File: config.mk
export PLATFORM = sky130hd
export DESIGN_NAME = alu_op_sequencer
export DESIGN_NICKNAME = d
export VERILOG_FILES = /design/src/rtl/alu_seq_pkg.sv /design/src/rtl/alu_op_sequencer_units.sv /design/src/rtl/alu_op_sequencer.sv
export SDC_FILE = /design/constraint.sdc
export NUM_CORES = 1
export LEC_CHECK = 0
export ABC_CLOCK_PERIOD_IN_PS = 4290
export CAP_MARGIN = 5
export CORE_ASPECT_RATIO = 1.75
export CORE_MARGIN = 2
export CORE_UTILIZATION = 52
export CTS_BUF_LIST = sky130_fd_sc_hd__clkbuf_16
export DETAILED_ROUTE_END_ITERATION = 10
export PLACE_DENSITY = 0.77
export SYNTH_ARGS = -nofsm -noshare
export SYNTH_HDL_FRONTEND = slang
export SYNTH_SLANG_ARGS = --single-unit
File: constraint.sdc
create_clock -name i_clk -period 4.29 [get_ports i_clk]
set_clock_uncertainty 0.2 [all_clocks]
set_input_delay 0.429 -clock i_clk [delete_from_list [all_inputs] [get_ports i_clk]]
set_output_delay 0.429 -clock i_clk [all_outputs]
set_load 0.005 [all_outputs]
File: src/rtl/alu_seq_pkg.sv
// Shared types and constants for the ALU operation sequencer.
//   op_e    : opcode carried on i_op (SUB, CMP, CLRBIT, CONV)
//   state_e : sequencer FSM states
//   ST_*    : bit positions within the 4-bit unit status word
package alu_seq_pkg;

  typedef enum logic [1:0] {
    SUB    = 2'd0,
    CMP    = 2'd1,
    CLRBIT = 2'd2,
    CONV   = 2'd3
  } op_e;

  typedef enum logic [1:0] {
    IDLE = 2'd0,
    EXEC = 2'd1,
    DONE = 2'd2
  } state_e;

  localparam int unsigned ST_W    = 4;
  localparam int unsigned ST_ERR  = 0;
  localparam int unsigned ST_NEG  = 1;
  localparam int unsigned ST_PAR  = 2;
  localparam int unsigned ST_ONES = 3;

endpackage

File: src/rtl/alu_op_sequencer_units.sv
// Combinational sign-magnitude units and the opcode-driven result mux.
//   mod1 : A - B (error on magnitude overflow)
//   mod2 : A < B (result 1 or 0)
//   mod3 : clear bit B of A (error when B is negative or >= m)
//   mod4 : sign-magnitude A to two's complement (error on negative zero)
//   alu_unit_mux : op, a, b -> result, status of the selected unit
// Every unit drives a zero result on error; status is computed on the
// driven result.

module mod1
  import alu_seq_pkg::*;
#(
  parameter int unsigned m = 4,
  parameter int unsigned n = 2
) (
  input  logic [m-1:0]    a,
  input  logic [m-1:0]    b,
  output logic [m-1:0]    result,
  output logic [ST_W-1:0] status
);
  // n is part of the shared unit interface only
  if (n == 0) begin : g_n_unused
  end

  logic signed [m:0] sa, sb, diff;
  logic [m:0]        mag;
  logic              err;

  always_comb begin
    sa   = a[m-1] ? -$signed({2'b00, a[m-2:0]}) : $signed({2'b00, a[m-2:0]});
    sb   = b[m-1] ? -$signed({2'b00, b[m-2:0]}) : $signed({2'b00, b[m-2:0]});
    diff = sa - sb;
    mag  = diff[m] ? $unsigned(-diff) : $unsigned(diff);
    err  = mag[m] | mag[m-1];
    result = err ? '0 : {diff[m], mag[m-2:0]};
    status          = '0;
    status[ST_ERR]  = err;
    status[ST_NEG]  = result[m-1];
    status[ST_PAR]  = ~^result;
    status[ST_ONES] = &result;
  end
endmodule

module mod2
  import alu_seq_pkg::*;
#(
  parameter int unsigned m = 4,
  parameter int unsigned n = 2
) (
  input  logic [m-1:0]    a,
  input  logic [m-1:0]    b,
  output logic [m-1:0]    result,
  output logic [ST_W-1:0] status
);
  if (n == 0) begin : g_n_unused
  end

  logic signed [m:0] sa, sb;

  always_comb begin
    sa     = a[m-1] ? -$signed({2'b00, a[m-2:0]}) : $signed({2'b00, a[m-2:0]});
    sb     = b[m-1] ? -$signed({2'b00, b[m-2:0]}) : $signed({2'b00, b[m-2:0]});
    result = {{(m-1){1'b0}}, (sa < sb)};
    status          = '0;
    status[ST_NEG]  = result[m-1];
    status[ST_PAR]  = ~^result;
    status[ST_ONES] = &result;
  end
endmodule

module mod3
  import alu_seq_pkg::*;
#(
  parameter int unsigned m = 4,
  parameter int unsigned n = 2
) (
  input  logic [m-1:0]    a,
  input  logic [m-1:0]    b,
  output logic [m-1:0]    result,
  output logic [ST_W-1:0] status
);
  if (n == 0) begin : g_n_unused
  end

  int unsigned  idx;
  logic         err;
  logic [m-1:0] raw;

  always_comb begin
    idx = 32'(b[m-2:0]);
    err = b[m-1] || (idx >= m);
    raw = a;
    for (int unsigned i = 0; i < m; i++) begin
      raw[i] = a[i] & (i != idx);
    end
    result = err ? '0 : raw;
    status          = '0;
    status[ST_ERR]  = err;
    status[ST_NEG]  = result[m-1];
    status[ST_PAR]  = ~^result;
    status[ST_ONES] = &result;
  end
endmodule

module mod4
  import alu_seq_pkg::*;
#(
  parameter int unsigned m = 4,
  parameter int unsigned n = 2
) (
  input  logic [m-1:0]    a,
  output logic [m-1:0]    result,
  output logic [ST_W-1:0] status
);
  if (n == 0) begin : g_n_unused
  end

  logic err;

  always_comb begin
    err    = a[m-1] && (a[m-2:0] == '0);
    result = err ? '0 : (a[m-1] ? -{1'b0, a[m-2:0]} : a);
    status          = '0;
    status[ST_ERR]  = err;
    status[ST_NEG]  = result[m-1];
    status[ST_PAR]  = ~^result;
    status[ST_ONES] = &result;
  end
endmodule

module alu_unit_mux
  import alu_seq_pkg::*;
#(
  parameter int unsigned m = 4,
  parameter int unsigned n = 2
) (
  input  op_e             op,
  input  logic [m-1:0]    a,
  input  logic [m-1:0]    b,
  output logic [m-1:0]    result,
  output logic [ST_W-1:0] status
);
  logic [m-1:0]    r_sub, r_cmp, r_clr, r_conv;
  logic [ST_W-1:0] s_sub, s_cmp, s_clr, s_conv;

  mod1 #(.m(m), .n(n)) u_sub  (.a(a), .b(b), .result(r_sub),  .status(s_sub));
  mod2 #(.m(m), .n(n)) u_cmp  (.a(a), .b(b), .result(r_cmp),  .status(s_cmp));
  mod3 #(.m(m), .n(n)) u_clr  (.a(a), .b(b), .result(r_clr),  .status(s_clr));
  mod4 #(.m(m), .n(n)) u_conv (.a(a),        .result(r_conv), .status(s_conv));

  always_comb begin
    result = '0;
    status = '0;
    case (op)
      SUB:    begin result = r_sub;  status = s_sub;  end
      CMP:    begin result = r_cmp;  status = s_cmp;  end
      CLRBIT: begin result = r_clr;  status = s_clr;  end
      CONV:   begin result = r_conv; status = s_conv; end
      default: ;
    endcase
    // a failing unit's result never leaves the mux
    if (status[ST_ERR]) result = '0;
  end
endmodule

File: src/rtl/alu_op_sequencer.sv
// Sequencer for the four sign-magnitude units: accepts one command over
// valid/ready, executes it for one cycle, holds the result until acked.
//   i_clk, i_rst_n       : clock, asynchronous active-low reset
//   i_valid / o_ready    : command handshake (i_op, i_chain, i_argA, i_argB)
//   i_clear              : clears held result and error counter
//   o_valid / i_ack      : result handshake (o_result, o_status)
//   o_err_cnt            : saturating count of completed commands in error
module alu_op_sequencer
  import alu_seq_pkg::*;
#(
  parameter int unsigned m     = 4,
  parameter int unsigned n     = 2,
  parameter int unsigned ERR_W = 8
) (
  input  logic             i_clk,
  input  logic             i_rst_n,
  input  logic             i_valid,
  output logic             o_ready,
  input  logic [1:0]       i_op,
  input  logic             i_chain,
  input  logic [m-1:0]     i_argA,
  input  logic [m-1:0]     i_argB,
  input  logic             i_clear,
  output logic             o_valid,
  input  logic             i_ack,
  output logic [m-1:0]     o_result,
  output logic [ST_W-1:0]  o_status,
  output logic [ERR_W-1:0] o_err_cnt
);

  state_e          state, state_nx;
  op_e             op_q;
  logic [m-1:0]    a_q, b_q, held, a_eff;
  logic [m-1:0]    unit_result;
  logic [ST_W-1:0] unit_status;
  logic            accept, capture;

  alu_unit_mux #(.m(m), .n(n)) u_mux (
    .op     (op_q),
    .a      (a_q),
    .b      (b_q),
    .result (unit_result),
    .status (unit_status)
  );

  always_comb begin
    state_nx = state;
    o_ready  = 1'b0;
    o_valid  = 1'b0;
    case (state)
      IDLE: begin
        o_ready = 1'b1;
        if (i_valid) state_nx = EXEC;
      end
      EXEC: state_nx = DONE;
      DONE: begin
        o_valid = 1'b1;
        if (i_ack) state_nx = IDLE;
      end
      default: state_nx = IDLE;
    endcase
  end

  assign accept  = (state == IDLE) && i_valid;
  assign capture = (state == EXEC);
  // a same-cycle clear is visible to the chained read
  assign a_eff   = !i_chain ? i_argA : (i_clear ? '0 : held);

  always_ff @(posedge i_clk or negedge i_rst_n) begin
    if (!i_rst_n) state <= IDLE;
    else          state <= state_nx;
  end

  always_ff @(posedge i_clk or negedge i_rst_n) begin
    if (!i_rst_n) begin
      op_q      <= SUB;
      a_q       <= '0;
      b_q       <= '0;
      held      <= '0;
      o_result  <= '0;
      o_status  <= '0;
      o_err_cnt <= '0;
    end else begin
      if (accept) begin
        op_q <= op_e'(i_op);
        a_q  <= a_eff;
        b_q  <= i_argB;
      end
      // capture outranks clear for the held register
      if (capture) begin
        o_result <= unit_result;
        o_status <= unit_status;
        held     <= unit_result;
      end else if (i_clear) begin
        held <= '0;
      end
      if (i_clear) begin
        o_err_cnt <= '0;
      end else if (capture && unit_status[ST_ERR] && (o_err_cnt != '1)) begin
        o_err_cnt <= o_err_cnt + ERR_W'(1);
      end
    end
  end

endmodule

==> parameters.txt <==
Parameter                              Value

Final layout
  Area grow syn2layout ... 21.46%
  Final Net Count ... 319
  Leading cell types in the layout, fill and taps excluded ... 33 x sky130_fd_sc_hd__clkdlybuf4s50_1, 32 x sky130_fd_sc_hd__dfrtp_1, 20 x sky130_fd_sc_hd__nand2_1, 19 x sky130_fd_sc_hd__nor2_1, 19 x sky130_fd_sc_hd__ha_1
  Number of diodes added for antenna fixing ... 0
  Most common library cell in the layout ignoring fill and taps ... sky130_fd_sc_hd__clkdlybuf4s50_1
  Share of final-layout standard cells stronger than drive strength 1 ... 0.07746

Die
  Top-level port count ... 34
  Area inside the core boundary ... between 0.004 and 0.005 mm²
  Vert. Die Dim ... between 90 and 100 µm
  Standard-cell rows ... 32
  Horiz. Die Dim ... ~55 µm
  Initial cell density of the core ... 0.5344
  Die Footprint ... slightly above 0.005 mm²

Global route
  Total track usage ... 0.2418
  First-pass GRT wire length ... 8942 µm
  Vias in the first global route ... between 1,500 and 2,000
  Number of antenna violations at the first check in global routing ... 0
  Residual overflow from global routing ... 0
  Largest net degree at the start of global routing ... 33

CTS
  # H-tree levels ... 2
  Root cell of the clock tree ... sky130_fd_sc_hd__clkbuf_16
  Clock sink count ... 32
  Number of buffers created by CTS ... 5
  Setup bufs post-CTS ... 0
  Clock slew at the register clock pins of the worst setup and hold paths ... 50 ps
  Post-CTS Resized ... 0
  CTS Hold Buffers Added ... 0
  Maximum root-to-sink buffer count ... 2
  CTS tree ... built
  Clk_lat worst skew ... 270 ps

STA
  Highest clock frequency the design can meet ... approximately 0.25 GHz
  # setup viols final ... 0
  Hold Fails Final Rpt ... 0
  Setup repair after global routing missed its margin ... false
  Final worst-path cycle share ... 0.9437
  Setup TNS ... 0 ps
  Worst-Margin Slew ... ~700 ps
  Rel. slew slack ... 0.5168
  Number of slew-limit violations in the final report ... 0
  Minimum period implied by the final worst setup slack ... approximately 4000 ps

Setup path
  Critical path required time ... about 4200 ps
  Critical path buffer and inverter count ... 2
  Type of the setup path with the least slack ... reg2reg
  Cell class contributing the biggest share of worst-path delay ... compound AO/OA/AOI/OAI gates
  CP max stage delay ... slightly below 500 ps
  Critical path launch point type ... register
  Critical Path, Cell by Cell ... inv_1 -> ha_1 -> mux2_2 -> xnor2_1 -> inv_1 -> ha_1 -> a21oi_1 -> xor2_1 -> nor3_1 -> o41a_4 -> a21boi_4 -> and3_1 -> mux2_1
  Crit path capture type ... register
  Max FO, Critical Path ... 6
  Highest-delay cell along the critical path ... sky130_fd_sc_hd__o41a_4
  CP Data Arrival Time ... around 4000 ps

Drt
  Drt via density ... ~5.7
  Drt initial violations ... 17
  Routed wirelength normalized by instance count ... roughly 16 µm
  Total wire length after detailed routing ... 5240 µm
  Count of antenna-violating nets left after detailed routing ... 0
  Total vias in the final route ... 1,903
  DR pass1 iterations ... 4
  Number of remaining DRC errors ... 0

Yosys
  Register area share after synthesis ... 0.3433
  Distinct cell type count of the synthesized netlist ... 52
  Net count after synthesis ... between 200 and 300
  Register bit total from synthesis ... 32
  Post-synthesis average cell area ... between 9 and 10 µm²
  Number of warning messages in the yosys log ... 0
  Synth Instances ... ~250
  Area of the mapped netlist ... approximately 0.0023 mm²

Flow run
  Maxcap violations ... 0

Placed design
  HPWL reported at the end of detailed placement ... approximately 4100 µm
  RePlAce Congestion ... ~0.84
  Port-buffer cells ... 33

Min path
  Kind of path behind the tightest hold check ... reg2reg

Status
  Result of the run ... finished clean
path summary, 6_finish.rpt:
check / cells after the start / slack (ps) / startpoint / endpoint
min in group asynchronous: 2 / 360 / i_rst_n / o_result[0]
worst min-delay path: 2 / 280 / o_result[0] / o_result[0]
worst min register to register: 2 / 280 / o_result[0] / o_result[0]
worst max-delay path: 13 / 240 / a_q[0] / o_err_cnt[3]
max in group asynchronous: 2 / 3230 / i_rst_n / o_status[0]
worst max register to register: 13 / 240 / a_q[0] / o_err_cnt[3]
tightest hold or removal path: stages (launching register included):
cell and delay [ps]:
sky130_fd_sc_hd__dfrtp_1 340, sky130_fd_sc_hd__nand2_1 50, sky130_fd_sc_hd__nand2_1 60
cell usage after synthesis, drive strengths merged:
cell / number / area [µm²]
a211oi: 4 / 35.03
nand2: 20 / 75.07
buf: 2 / 11.26
o41a: 1 / 21.27
xnor2: 6 / 60.06
nor4: 1 / 6.260
dfrtp: 32 / 800.8
nand3b: 9 / 67.56
or2: 2 / 12.52
a31oi: 6 / 37.54
a22o: 1 / 8.760
mux2: 8 / 90.08
nand3: 10 / 50.05
or3: 1 / 6.260
a41oi: 1 / 8.760
inv: 18 / 67.56
nand2b: 8 / 50.05
o311ai: 1 / 26.28
nand4: 1 / 6.260
ha: 19 / 237.7
a31o: 1 / 8.760
a21oi: 10 / 53.80
o21ai: 12 / 60.06
o211ai: 1 / 12.51
nor2b: 7 / 43.79
mux2i: 7 / 73.82
o2111a: 2 / 22.52
a21o: 1 / 7.510
nor2: 19 / 71.32
a311o: 1 / 10.01
clkbuf: 6 / 22.52
nor3: 6 / 41.29
xor2: 7 / 68.82
and2: 3 / 18.77
a21boi: 2 / 26.28
a211o: 2 / 17.52
o21a: 3 / 22.52
and3: 5 / 31.28
o31ai: 2 / 15.01
nor3b: 1 / 7.510
o31a: 2 / 17.52
kinds of logic after synthesis:
kind of cell             after synthesis  share of synthesized area
AND/OR/NAND/NOR                       93                     0.2092
multiplexers                          15                    0.07028
flip-flops                            32                     0.3433
buffers and inverters                 26                    0.04345
adder cells (fa/ha/maj)               19                     0.1019
XOR/XNOR                              13                    0.05526
AO/OA/AOI/OAI                         53                     0.1765
flip-flops by register name, summed over array words and instances (netlist names):
register / cells
op_q: 2
a_q: 4
b_q: 4
o_err_cnt: 8
held: 4
state: 2
o_status: 4
o_result: 4
per-stage QoR:
step                  util  setup WS [ps]  hold slack [ps]  cells  area, µm²
finish              0.6491          241.7            281.6    335       2833
global route        0.6491          10.91            306.1    335       2833
CTS                 0.6491          240.4            279.4    335       2833
detailed placement  0.6187          264.5            268.0    328       2700
global placement    0.6187          375.9            264.0    328       2700
floorplan                -          554.1           -66.59    251       2332
area by class of cell:
type,count,area (µm²)
Clock buffer,5,125.1
Clock inverter,2,7.507
Fill cell,365,1531
Inverter,18,67.56
Multi-Input combinational cell,193,1430
Sequential cell,32,800.8
Tap cell,51,63.81
Timing Repair Buffer,34,337.8
per-layer routing:
layer  global-route usage  up-vias  wire length, µm
li1                     -      952                -
met5                    0        -                0
met2               0.4157       24             2927
met3              0.03710        8              108
met1               0.2872      919             2105
met4              0.09167        0               99
Power is not shown: default switching activity piles up to over one toggle a cycle in this logic, so the estimate is an artifact.
